===== config.mk =====
export PLATFORM = sky130hd
export DESIGN_NAME = ddc_acc_serializer
export DESIGN_NICKNAME = d
export VERILOG_FILES = /design/src/rtl/ddc_acc_pkg.sv /design/src/rtl/ddc_frame_fifo.sv /design/src/rtl/ddc_acc_serializer.sv
export SDC_FILE = /design/constraint.sdc
export NUM_CORES = 2
export LEC_CHECK = 0
export ABC_AREA = 1
export BUFFER_PORTS_ARGS = -buffer_cell sky130_fd_sc_hd__buf_2
export CORE_ASPECT_RATIO = 0.75
export CORE_UTILIZATION = 50
export DETAILED_ROUTE_END_ITERATION = 7
export GPL_TIMING_DRIVEN = 0
export PLACE_DENSITY = 0.76
export REMOVE_ABC_BUFFERS = 1
export SETUP_SLACK_MARGIN = 0.2
export SLEW_MARGIN = 25
export SYNTH_ARGS = -nofsm -noshare
export SYNTH_HDL_FRONTEND = slang
export SYNTH_SLANG_ARGS = --single-unit

===== constraint.sdc =====
create_clock -name clk -period 19.07 [get_ports clk]
set_input_delay 0.9535 -clock clk [delete_from_list [all_inputs] [get_ports clk]]
set_output_delay 0.9535 -clock clk [all_outputs]
set_load 0.03 [all_outputs]

===== src/rtl/ddc_acc_pkg.sv =====
// Shared types, default widths and arithmetic helpers for the DDC integrate-and-dump serializer.
package ddc_acc_pkg;
  localparam int DEF_N_CH      = 4;
  localparam int DEF_ACC_WIDTH = 48;
  localparam int FRAME_W       = DEF_N_CH * 2 * DEF_ACC_WIDTH;
  localparam int BEAT_W        = 2 * DEF_ACC_WIDTH;
  localparam int SAT_W         = 64;

  typedef enum logic {ST_IDLE = 1'b0, ST_SEND = 1'b1} ser_state_e;

  function automatic int clog2_min1(input int n);
    int r;
    r = 0;
    for (int i = 0; i < 31; i++) begin
      if ((32'sd1 << i) < n) r = i + 1;
      else r = r;
    end
    return (r < 1) ? 1 : r;
  endfunction

  // Operands arrive sign-extended to SAT_W; result is clamped to a w-bit signed range.
  function automatic logic [SAT_W-1:0] sat_add(input logic [SAT_W-1:0] a,
                                               input logic [SAT_W-1:0] b,
                                               input int w);
    logic signed [SAT_W:0] sum;
    logic signed [SAT_W:0] max_v;
    logic signed [SAT_W:0] min_v;
    sum   = $signed({a[SAT_W-1], a}) + $signed({b[SAT_W-1], b});
    max_v = (65'sd1 <<< (w - 1)) - 65'sd1;
    min_v = -(65'sd1 <<< (w - 1));
    if (sum > max_v) return max_v[SAT_W-1:0];
    else if (sum < min_v) return min_v[SAT_W-1:0];
    else return sum[SAT_W-1:0];
  endfunction
endpackage


===== src/rtl/ddc_frame_fifo.sv =====
// Whole-frame FIFO; head and the entry behind it are readable combinationally.
module ddc_frame_fifo
  import ddc_acc_pkg::*;
#(
  parameter int DEPTH = 4,
  parameter int WIDTH = FRAME_W,
  parameter int CNT_W = $clog2(DEPTH) + 1
) (
  input  logic             clk,
  input  logic             rst,
  input  logic             push_i,
  input  logic             pop_i,
  input  logic [WIDTH-1:0] wr_data_i,
  output logic [WIDTH-1:0] head_data_o,
  output logic [WIDTH-1:0] next_data_o,
  output logic             full_o,
  output logic             empty_o,
  output logic [CNT_W-1:0] count_o
);
  localparam int PW = $clog2(DEPTH);

  logic [WIDTH-1:0] mem_q [DEPTH];
  logic [PW-1:0]    wr_ptr_q, wr_ptr_d, rd_ptr_q, rd_ptr_d;
  logic [CNT_W-1:0] count_q, count_d;
  logic             do_push_s, do_pop_s;

  // A push into a full FIFO is legal when the head leaves on the same edge.
  assign do_pop_s  = pop_i && (count_q != '0);
  assign do_push_s = push_i && ((count_q != CNT_W'(DEPTH)) || do_pop_s);

  always_comb begin
    wr_ptr_d = do_push_s ? wr_ptr_q + PW'(1) : wr_ptr_q;
    rd_ptr_d = do_pop_s ? rd_ptr_q + PW'(1) : rd_ptr_q;
    case ({do_push_s, do_pop_s})
      2'b10:   count_d = count_q + CNT_W'(1);
      2'b01:   count_d = count_q - CNT_W'(1);
      default: count_d = count_q;
    endcase
  end

  always_ff @(posedge clk or posedge rst) begin
    if (rst) begin
      wr_ptr_q <= '0;
      rd_ptr_q <= '0;
      count_q  <= '0;
    end else begin
      wr_ptr_q <= wr_ptr_d;
      rd_ptr_q <= rd_ptr_d;
      count_q  <= count_d;
    end
  end

  always_ff @(posedge clk) begin
    if (do_push_s) mem_q[wr_ptr_q] <= wr_data_i;
  end

  assign head_data_o = mem_q[rd_ptr_q];
  assign next_data_o = mem_q[rd_ptr_q + PW'(1)];
  assign full_o      = (count_q == CNT_W'(DEPTH));
  assign empty_o     = (count_q == '0);
  assign count_o     = count_q;
endmodule


===== src/rtl/ddc_acc_serializer.sv =====
// Multi-channel complex integrate-and-dump with frame FIFO and AXI4-Stream serializer.
// Optional macro DDC_ACC_SAT_EN: saturating accumulation instead of wrapping.
module ddc_acc_serializer
  import ddc_acc_pkg::*;
#(
  parameter int N_CH       = 4,
  parameter int DIN_WIDTH  = 32,
  parameter int ACC_WIDTH  = 48,
  parameter int LEN_WIDTH  = 32,
  parameter int FIFO_DEPTH = 4
) (
  input  logic                          clk,
  input  logic                          rst,
  input  logic                          din_valid,
  input  logic [N_CH*2*DIN_WIDTH-1:0]   din_data,
  input  logic [LEN_WIDTH-1:0]          length,
  input  logic                          resync,
  output logic [2*ACC_WIDTH-1:0]        m_axis_tdata,
  output logic [clog2_min1(N_CH)-1:0]   m_axis_tuser,
  output logic                          m_axis_tlast,
  output logic                          m_axis_tvalid,
  input  logic                          m_axis_tready,
  output logic [31:0]                   frame_cnt,
  output logic [15:0]                   drop_cnt
);
  localparam int UW         = clog2_min1(N_CH);
  localparam int BEAT_BITS  = 2 * ACC_WIDTH;
  localparam int FRAME_BITS = N_CH * BEAT_BITS;
  localparam int CNT_W      = $clog2(FIFO_DEPTH) + 1;
  localparam logic [UW-1:0] LAST_CH = UW'(N_CH - 1);

  typedef logic [N_CH-1:0][1:0][ACC_WIDTH-1:0] acc_arr_t;
  typedef logic [N_CH-1:0][1:0][DIN_WIDTH-1:0] din_arr_t;

  din_arr_t                 din_s;
  acc_arr_t                 acc_q, acc_d, sum_s;
  logic [LEN_WIDTH-1:0]     cnt_q, cnt_d, len_q, len_d, len_eff_s;
  logic                     first_q, first_d, push_req_s, push_ok_s, drop_s;
  logic [31:0]              frame_cnt_q, frame_cnt_d;
  logic [15:0]              drop_cnt_q, drop_cnt_d;
  ser_state_e               state_q, state_d;
  logic [UW-1:0]            ch_q, ch_d, ch_nxt_s, tuser_q, tuser_d;
  logic                     tvalid_q, tvalid_d, tlast_q, tlast_d;
  logic [BEAT_BITS-1:0]     tdata_q, tdata_d;
  logic                     pop_s, fifo_full_s, fifo_empty_s;
  logic [CNT_W-1:0]         fifo_count_s;
  logic [FRAME_BITS-1:0]    head_flat_s, next_flat_s;
  logic [N_CH-1:0][BEAT_BITS-1:0] head_s, next_s;

  assign din_s  = din_data;
  assign head_s = head_flat_s;
  assign next_s = next_flat_s;

  always_comb begin
    sum_s = '0;
    for (int k = 0; k < N_CH; k++) begin
      for (int j = 0; j < 2; j++) begin
        logic [ACC_WIDTH-1:0] base_v;
        base_v = first_q ? '0 : acc_q[k][j];
`ifdef DDC_ACC_SAT_EN
        sum_s[k][j] = ACC_WIDTH'(sat_add(SAT_W'($signed(base_v)),
                                         SAT_W'($signed(din_s[k][j])), ACC_WIDTH));
`else
        sum_s[k][j] = base_v + ACC_WIDTH'($signed(din_s[k][j]));
`endif
      end
    end
  end

  // Resync has priority over any sample, including a frame's last one.
  always_comb begin
    acc_d      = acc_q;
    cnt_d      = cnt_q;
    len_d      = len_q;
    first_d    = first_q;
    push_req_s = 1'b0;
    len_eff_s  = first_q ? ((length == '0) ? LEN_WIDTH'(1) : length) : len_q;
    if (resync) begin
      cnt_d   = '0;
      first_d = 1'b1;
    end else if (din_valid) begin
      acc_d = sum_s;
      len_d = len_eff_s;
      if (cnt_q == len_eff_s - LEN_WIDTH'(1)) begin
        push_req_s = 1'b1;
        cnt_d      = '0;
        first_d    = 1'b1;
      end else begin
        cnt_d   = cnt_q + LEN_WIDTH'(1);
        first_d = 1'b0;
      end
    end else begin
      first_d = first_q;
    end
  end

  assign push_ok_s   = push_req_s && (!fifo_full_s || pop_s);
  assign drop_s      = push_req_s && !push_ok_s;
  assign frame_cnt_d = push_ok_s ? frame_cnt_q + 32'd1 : frame_cnt_q;
  assign drop_cnt_d  = (drop_s && (drop_cnt_q != 16'hFFFF)) ? drop_cnt_q + 16'd1 : drop_cnt_q;

  ddc_frame_fifo #(
    .DEPTH (FIFO_DEPTH),
    .WIDTH (FRAME_BITS),
    .CNT_W (CNT_W)
  ) u_fifo (
    .clk         (clk),
    .rst         (rst),
    .push_i      (push_ok_s),
    .pop_i       (pop_s),
    .wr_data_i   (sum_s),
    .head_data_o (head_flat_s),
    .next_data_o (next_flat_s),
    .full_o      (fifo_full_s),
    .empty_o     (fifo_empty_s),
    .count_o     (fifo_count_s)
  );

  // Back-to-back frames load beat 0 from the entry behind the head being popped.
  always_comb begin
    state_d  = state_q;
    ch_d     = ch_q;
    tvalid_d = tvalid_q;
    tdata_d  = tdata_q;
    tuser_d  = tuser_q;
    tlast_d  = tlast_q;
    pop_s    = 1'b0;
    ch_nxt_s = ch_q + UW'(1);
    case (state_q)
      ST_IDLE: begin
        if (!fifo_empty_s) begin
          state_d  = ST_SEND;
          ch_d     = '0;
          tvalid_d = 1'b1;
          tdata_d  = head_s[0];
          tuser_d  = '0;
          tlast_d  = (N_CH == 1) ? 1'b1 : 1'b0;
        end else begin
          state_d = ST_IDLE;
        end
      end
      ST_SEND: begin
        if (tvalid_q && m_axis_tready) begin
          if (ch_q == LAST_CH) begin
            pop_s = 1'b1;
            if (fifo_count_s > CNT_W'(1)) begin
              ch_d    = '0;
              tdata_d = next_s[0];
              tuser_d = '0;
              tlast_d = (N_CH == 1) ? 1'b1 : 1'b0;
            end else begin
              state_d  = ST_IDLE;
              ch_d     = '0;
              tvalid_d = 1'b0;
              tdata_d  = '0;
              tuser_d  = '0;
              tlast_d  = 1'b0;
            end
          end else begin
            ch_d    = ch_nxt_s;
            tdata_d = head_s[ch_nxt_s];
            tuser_d = ch_nxt_s;
            tlast_d = (ch_nxt_s == LAST_CH);
          end
        end else begin
          state_d = ST_SEND;
        end
      end
      default: begin
        state_d  = ST_IDLE;
        tvalid_d = 1'b0;
      end
    endcase
  end

  always_ff @(posedge clk or posedge rst) begin
    if (rst) begin
      acc_q       <= '0;
      cnt_q       <= '0;
      len_q       <= LEN_WIDTH'(1);
      first_q     <= 1'b1;
      frame_cnt_q <= 32'd0;
      drop_cnt_q  <= 16'd0;
      state_q     <= ST_IDLE;
      ch_q        <= '0;
      tvalid_q    <= 1'b0;
      tdata_q     <= '0;
      tuser_q     <= '0;
      tlast_q     <= 1'b0;
    end else begin
      acc_q       <= acc_d;
      cnt_q       <= cnt_d;
      len_q       <= len_d;
      first_q     <= first_d;
      frame_cnt_q <= frame_cnt_d;
      drop_cnt_q  <= drop_cnt_d;
      state_q     <= state_d;
      ch_q        <= ch_d;
      tvalid_q    <= tvalid_d;
      tdata_q     <= tdata_d;
      tuser_q     <= tuser_d;
      tlast_q     <= tlast_d;
    end
  end

  assign m_axis_tdata  = tdata_q;
  assign m_axis_tuser  = tuser_q;
  assign m_axis_tlast  = tlast_q;
  assign m_axis_tvalid = tvalid_q;
  assign frame_cnt     = frame_cnt_q;
  assign drop_cnt      = drop_cnt_q;
endmodule


# After elaboration in Yosys (flattened, before gate mapping)
# Memories as Yosys holds them, arrays and structs flattened.
# Cells that the tools add are included.
# totals
regBits	605
latch_bits	0
ramBits	1536
rom_bits	0
in_bits	293
output_inout_bits	148
word_cells	122
n_memories	1
# memory_table
name	words	width	read_ports	rd_clocked_by_memory_dff	wr	line	rtl
u_fifo.mem_q	4	384	2	0	1	ddc_frame_fifo.sv:22	logic [WIDTH-1:0] mem_q [DEPTH];
# op_classes
addsub	17
multipliers	0
n_div	0
n_lt_le_gt_ge	2
eq_ne	12
shift	0
mux	49
n_bitwise	2
reduce_logical	18
# ops
operator	count
2-to-1 mux 96 bit	5
adder 48 bit	8
2-to-1 mux 48 bit	8
binary-select mux 96 bit (select 2 bit)	1
one-hot mux 96 bit (2 select lines)	1
2-to-1 mux 32 bit	5
adder 32 x 1 -> 32 bit, second input constant	2
== test 32 bit	1
logical NOT 32 bit	1
subtractor 32 x 1 -> 32 bit, second input constant	1
2-to-1 mux 1 bit	21
adder 16 x 1 -> 16 bit, second input constant	1
inequality test 16 bit, second input constant	1
adder 2 x 1 -> 2 bit, second input constant	3
== test 2 bit, second input constant	3
logical AND 1 bit	6
2-to-1 mux 2 bit	3
one-hot mux 1 bit (2 select lines)	3
one-hot mux 3 bit (2 select lines)	1
inequality test 2 x 1 -> 1 bit, second input constant	2
inequality test 2 bit, second input constant	2
one-hot mux 2 bit (2 select lines)	1
AND reduction 2 bit	2
AND reduction 4 bit	1
other kinds (13)	17

# Depth between registers and ports, before layout
# depth
depth_word	12
depth_mapped	29
ltp_nobuf	26

# By module
# From an unflattened synthesis, not the netlist that was laid out.
# hier_totals
cells_unflattened	14221
hier_area_um2	121128.7
# modules_own_cells
module	n_inst	cells_per_inst	area_per_inst_um2	seq_area_each_um2
ddc_frame_fifo	1	6117	67349.6	46299.4
ddc_acc_serializer	1	8104	53779.1	14966.9

# Worst setup path after synthesis
# No wires, ideal clock.
# synth_timing
path_type	input to register
startpoint	input length[6]
endpoint	memory u_fifo.mem_q[0][0] (netlist bit), enable pin
setup_time_ps	1140
t_arrival_ps	19244
t_required_ps	17930
setup_slack_ps	-1315
cell_stages	22
path_buffers	1
path_cell_list	nor2_1 -> nand2_1 -> nor2_1 -> nand2_1 -> o21ai_0 -> nand2_1 -> buf_2 -> ha_1 -> nand3_1 -> nor2_2 -> inv_2 -> nor2_1 -> nand3_1 -> xor2_1 -> o21ai_1 -> nor2_1 -> nand2_1 -> nor2_1 -> nand2_1 -> nor2_2 -> nand3_1 -> nor2_1
# synth_between
elab_chain_len	12
# synth_rtl
element	line	rtl
start, declared	ddc_acc_serializer.sv:16	input logic [LEN_WIDTH-1:0] length,
logical NOT 32 bit	ddc_acc_serializer.sv:77	len_eff_s = first_q ? ((length == '0) ? LEN_WIDTH'(1) : length) : len_q;
2-to-1 mux 32 bit (*) (2 in a row)	ddc_acc_serializer.sv:77	
subtractor 32 x 1 -> 32 bit (*)	ddc_acc_serializer.sv:84	if (cnt_q == len_eff_s - LEN_WIDTH'(1)) begin
== test 32 bit (*)	ddc_acc_serializer.sv:84	
2-to-1 mux 1 bit (*)	ddc_acc_serializer.sv:84	
2-to-1 mux 1 bit (*)	ddc_acc_serializer.sv:81	end else if (din_valid) begin
2-to-1 mux 1 bit (*)	ddc_acc_serializer.sv:78	if (resync) begin
logical AND 1 bit (*)	ddc_acc_serializer.sv:97	assign push_ok_s = push_req_s && (!fifo_full_s || pop_s);
logical AND 1 bit (*)	ddc_frame_fifo.sv:29	assign do_push_s = push_i && ((count_q != CNT_W'(DEPTH)) || do_pop_s);
2-to-1 mux 1 bit (*)	ddc_frame_fifo.sv:54	if (do_push_s) mem_q[wr_ptr_q] <= wr_data_i;
2-to-1 mux 1 bit (not written as such) (*)	ddc_frame_fifo.sv:54	
end, declared	ddc_frame_fifo.sv:22	
# Mark *: on every way between the ends. The rest lies on a longest branch, timed or not.

# Worst setup path after layout
# layout_timing
startpoint	register first_q
endpoint	memory u_fifo.mem_q[3][336] (netlist bit), enable pin
# layout_between
elab_chain_len	10
# layout_rtl
element	line	rtl
start, declared	ddc_acc_serializer.sv:38	logic first_q, first_d, push_req_s, push_ok_s, drop_s;
start signal, assigned	ddc_acc_serializer.sv:194	first_q <= first_d;
2-to-1 mux 32 bit	ddc_acc_serializer.sv:77	
subtractor 32 x 1 -> 32 bit	ddc_acc_serializer.sv:84	
== test 32 bit	ddc_acc_serializer.sv:84	
2-to-1 mux 1 bit	ddc_acc_serializer.sv:84	
2-to-1 mux 1 bit	ddc_acc_serializer.sv:81	
2-to-1 mux 1 bit	ddc_acc_serializer.sv:78	
logical AND 1 bit	ddc_acc_serializer.sv:97	
logical AND 1 bit	ddc_frame_fifo.sv:29	
2-to-1 mux 1 bit	ddc_frame_fifo.sv:54	
2-to-1 mux 1 bit (not written as such)	ddc_frame_fifo.sv:54	
# Every way passes these cells.

==> summary.txt <==
CTS
  – Clock sinks: 2141
  – CTS root buf: clkbuf_16
  – Clock Latency Late Sink: 0.91 ns
  – Number of CTS-inserted buffers: 216
  – Hold_buf cts: 0
  – CTS tree: built
  – CTS H-tree lvls: 4
  – Post-cts sizing count: 0
  – Clk pin slew, worst setup/hold paths: 0.06 ns
  – CTS max path bufs: 4
  – Post CTS Setup Buffer Count: 0

Timing
  – Worst-Margin Slew: 1.23 ns
  – Clock skew: 0.0881 ns
  – Crit path time final: 8.63 ns
  – TNS Setup: 0 ns
  – Setup Viol. Count Final: 0
  – RSZ-0062 raised after global routing: false
  – Max transition margin: 17.4%
  – Hold WS: 0.120 ns
  – Fin. Hold Viols: 0
  – Fmax: 0.116 GHz
  – Setup ws final: 10.44 ns
  – Fin. max-slew vios: 0
  – Final worst-path cycle share: 45.3%

Detailed routing
  – DR vias/cell: 6.04
  – Via count: 94100
  – Routed len/inst: 23.0 microns
  – Drt first-iter violations: 12000
  – Detailed Route WL: 358000 microns
  – Pre-antenna DRT Iters: 6
  – # DRC: 0
  – Antenna viol nets, final: 0

Yosys
  – Cell count after synthesis: 12200
  – Top cells by area, synth: edfxtp_1 (41%), dfrtp_1 (13%), nand2_1 (7.1%)
  – Async set-reset flop share out of synthesis: 28.3%
  – Sequential area share after synthesis: 54.2%
  – Top cell type's share of synthesized area: 40.8%
  – #FFs+latches synth: 2141
  – Area leader, netlist: edfxtp_1
  – EDFF count, synth: 1536
  – Avg Cell Area, Syn: 9.30 sq um
  – Cell variety after synth: 61
  – Synth warnings: 0
  – Primary FF master, synth: edfxtp_1
  – Cell Area, Synth: 0.113 sq mm

Critical path
  – Worst R2R Start: first_q
  – CP max stage delay: 0.93 ns
  – Reg2reg setup slack: 10.44 ns
  – Slowest CP cell: dfstp_4
  – Max FO, Critical Path: 58
  – Startpoint Class: flip-flop
  – Worst EP required: 19.63 ns
  – Most used cell, CP: buf_16
  – R2r worst-path depth: 29
  – Arr. time, crit path: 9.19 ns
  – Setup CP Type: flip-flop to flip-flop
  – Critical path endpoint category: flip-flop
  – Reg-to-reg endpoint: u_fifo.mem_q[3][336]

Power and ir drop
  – Switching share of power: 34.1%
  – Cell Int Power: 9.19 mW
  – PD cells: 108 mW/mm^2
  – Static Leakage: 51.6 nW
  – Combinational share of power: 27.4%
  – Switching Power: 4.76 mW
  – PnR Total Power: 13.9 mW
  – Worst ir drop on vdd: 0.0984 mV
  – Clk pwr share: 31.8%
  – Sequential power share: 40.9%

Die
  – Die ar.: 0.228 sq mm
  – Die H: 414 microns
  – Core box area: 0.224 sq mm
  – Row cnt: 150
  – I/O pin total: 441
  – Initial core utilization: 50.5%
  – Die extent in x: 551 microns

Layout
  – Nets: 13100
  – Layout area overhead: 14.7%
  – Final Non-Filler Cells: 15600
  – Share of layout cells above drive strength 1: 9.06%
  – Final design utilization: 58.0%
  – Filler cells: 18600
  – Final instance area: 0.130 sq mm

Placed design
  – Port bufs: 440
  – HPWL Detailed: 253000 microns
  – Post-DP Area: 0.122 sq mm
  – Placed cell count: 15200
  – Setup WS pre-CTS: 10.52 ns
  – Final GP Congestion: 0.979

GRT
  – Largest net degree at the start of global routing: 115
  – Antenna violations before repair: 46
  – First-pass GRT wire length: 535000 microns
  – Grt ovf: 0
  – Global router's overall resource usage: 30.8%
  – Vias in the first global route: 88400

Outcome
  – Status: completed

Worst hold path
  – HP Class: primary input to asynchronous set/reset pin

Flow run
  – Max cap viols: 0
==> flip-flops by register name, summed over array words and instances (netlist names) <==
register / cells
m_axis_tvalid: 1
m_axis_tlast: 1
drop_cnt: 16
len_q: 32
state_q: 1
first_q: 1
m_axis_tuser: 2
u_fifo.rd_ptr_q: 2
cnt_q: 32
u_fifo.wr_ptr_q: 2
u_fifo.mem_q: 1536
acc_q: 384
m_axis_tdata: 96
u_fifo.count_o: 3
frame_cnt: 32
==> cell type report <==
| class | count | area [sq um] | share of cell area (%) |
|---|---|---|---|
| inverter | 1098 | 4180 | 3.22 |
| sequential | 2141 | 61300 | 47.3 |
| timing repair buffer | 660 | 7290 | 5.62 |
| antenna | 24 | 60.1 | 0.0463 |
| tap | 2964 | 3710 | 2.86 |
| clock inverter | 120 | 1370 | 1.06 |
| multi-input combinational | 8309 | 45900 | 35.4 |
| clock buffer | 279 | 5940 | 4.58 |
==> power groups by stage <==
stage,Sequential [mW],Combinational [mW],Clock (mW)
after floorplan,5.98,2.06,0
after global placement,5.85,3.63,0
after detailed placement,5.79,3.66,0
after CTS,5.70,3.70,4.47
after global routing,5.73,4.09,4.64
final,5.70,3.81,4.43
==> kinds of logic after synthesis <==
logic type               after synthesis  synth area share (%)
AO/OA/AOI/OAI                       2739                  14.2
XOR/XNOR                             454                  3.52
adder cells (fa/ha/maj)              399                  4.47
buffers and inverters               1706                  5.74
flip-flops                          2141                  54.2
AND/OR/NAND/NOR                     4717                  17.9
==> placed cells by master (no fill, tap or decap), types with 406 or more instances in the layout <==
cell type / n
nand2_1: 2133
edfxtp_1: 1536
nor2_1: 1227
o21ai_0: 1199
inv_1: 1083
a21oi_1: 737
dfrtp_1: 600
nor3_1: 442
buf_2: 441
nand3_1: 406
==> synth_stat cells (7+ instances only) <==
master	n
nand2_1	2136
buf_2	14
dfrtp_1	603
nand4_1	80
o21ai_1	23
or2_2	9
xor2_1	302
o221ai_1	225
a32o_1	56
xnor2_1	151
o21bai_1	12
o21ai_0	1199
o22ai_1	15
buf_1	46
nand3b_1	122
edfxtp_1	1536
nor3_1	442
o21a_1	27
nand3_1	407
ha_1	391
a21oi_1	737
inv_1	1088
fa_1	8
a21o_1	24
o211ai_1	26
nor4_1	240
clkbuf_1	536
a31oi_1	146
a21boi_0	20
inv_2	7
nor2_1	1234
o31ai_1	104
and2_1	18
o311ai_0	97
==> worst max-delay path by stage <==
stage | cells after the start | end | from | slack [ns]
global placement | 7 | m_axis_tdata[26] | u_fifo.rd_ptr_q[0] | -63.00
floorplan | 4 | u_fifo.mem_q[0][0] | din_valid | -25.49
finish | 29 | u_fifo.mem_q[3][336] | first_q | 10.44
global route | 29 | u_fifo.mem_q[3][336] | first_q | 10.10
detailed placement | 29 | u_fifo.mem_q[3][55] | first_q | 10.52
CTS | 29 | u_fifo.mem_q[3][336] | first_q | 10.53
==> metal layers <==
metal  vias up  GRT usage, %  wire, microns
met5         -             0             80
met4        12          14.2          17200
met3       718          8.21          44700
met2      5213          44.9         152000
met1     44900          42.8         145000
li1      43300             -              -
==> critical path: cells and delay by family, from the launching register on <==
kind            cells  cell delay [ns]
xor+xnor            1             0.27
buf+inv            12             2.62
fa+ha+maj           1             0.29
compound gates      2             0.34
flops               1             0.93
simple gates       13             3.55
No activity file was read; power rests on OpenSTA's default activity.
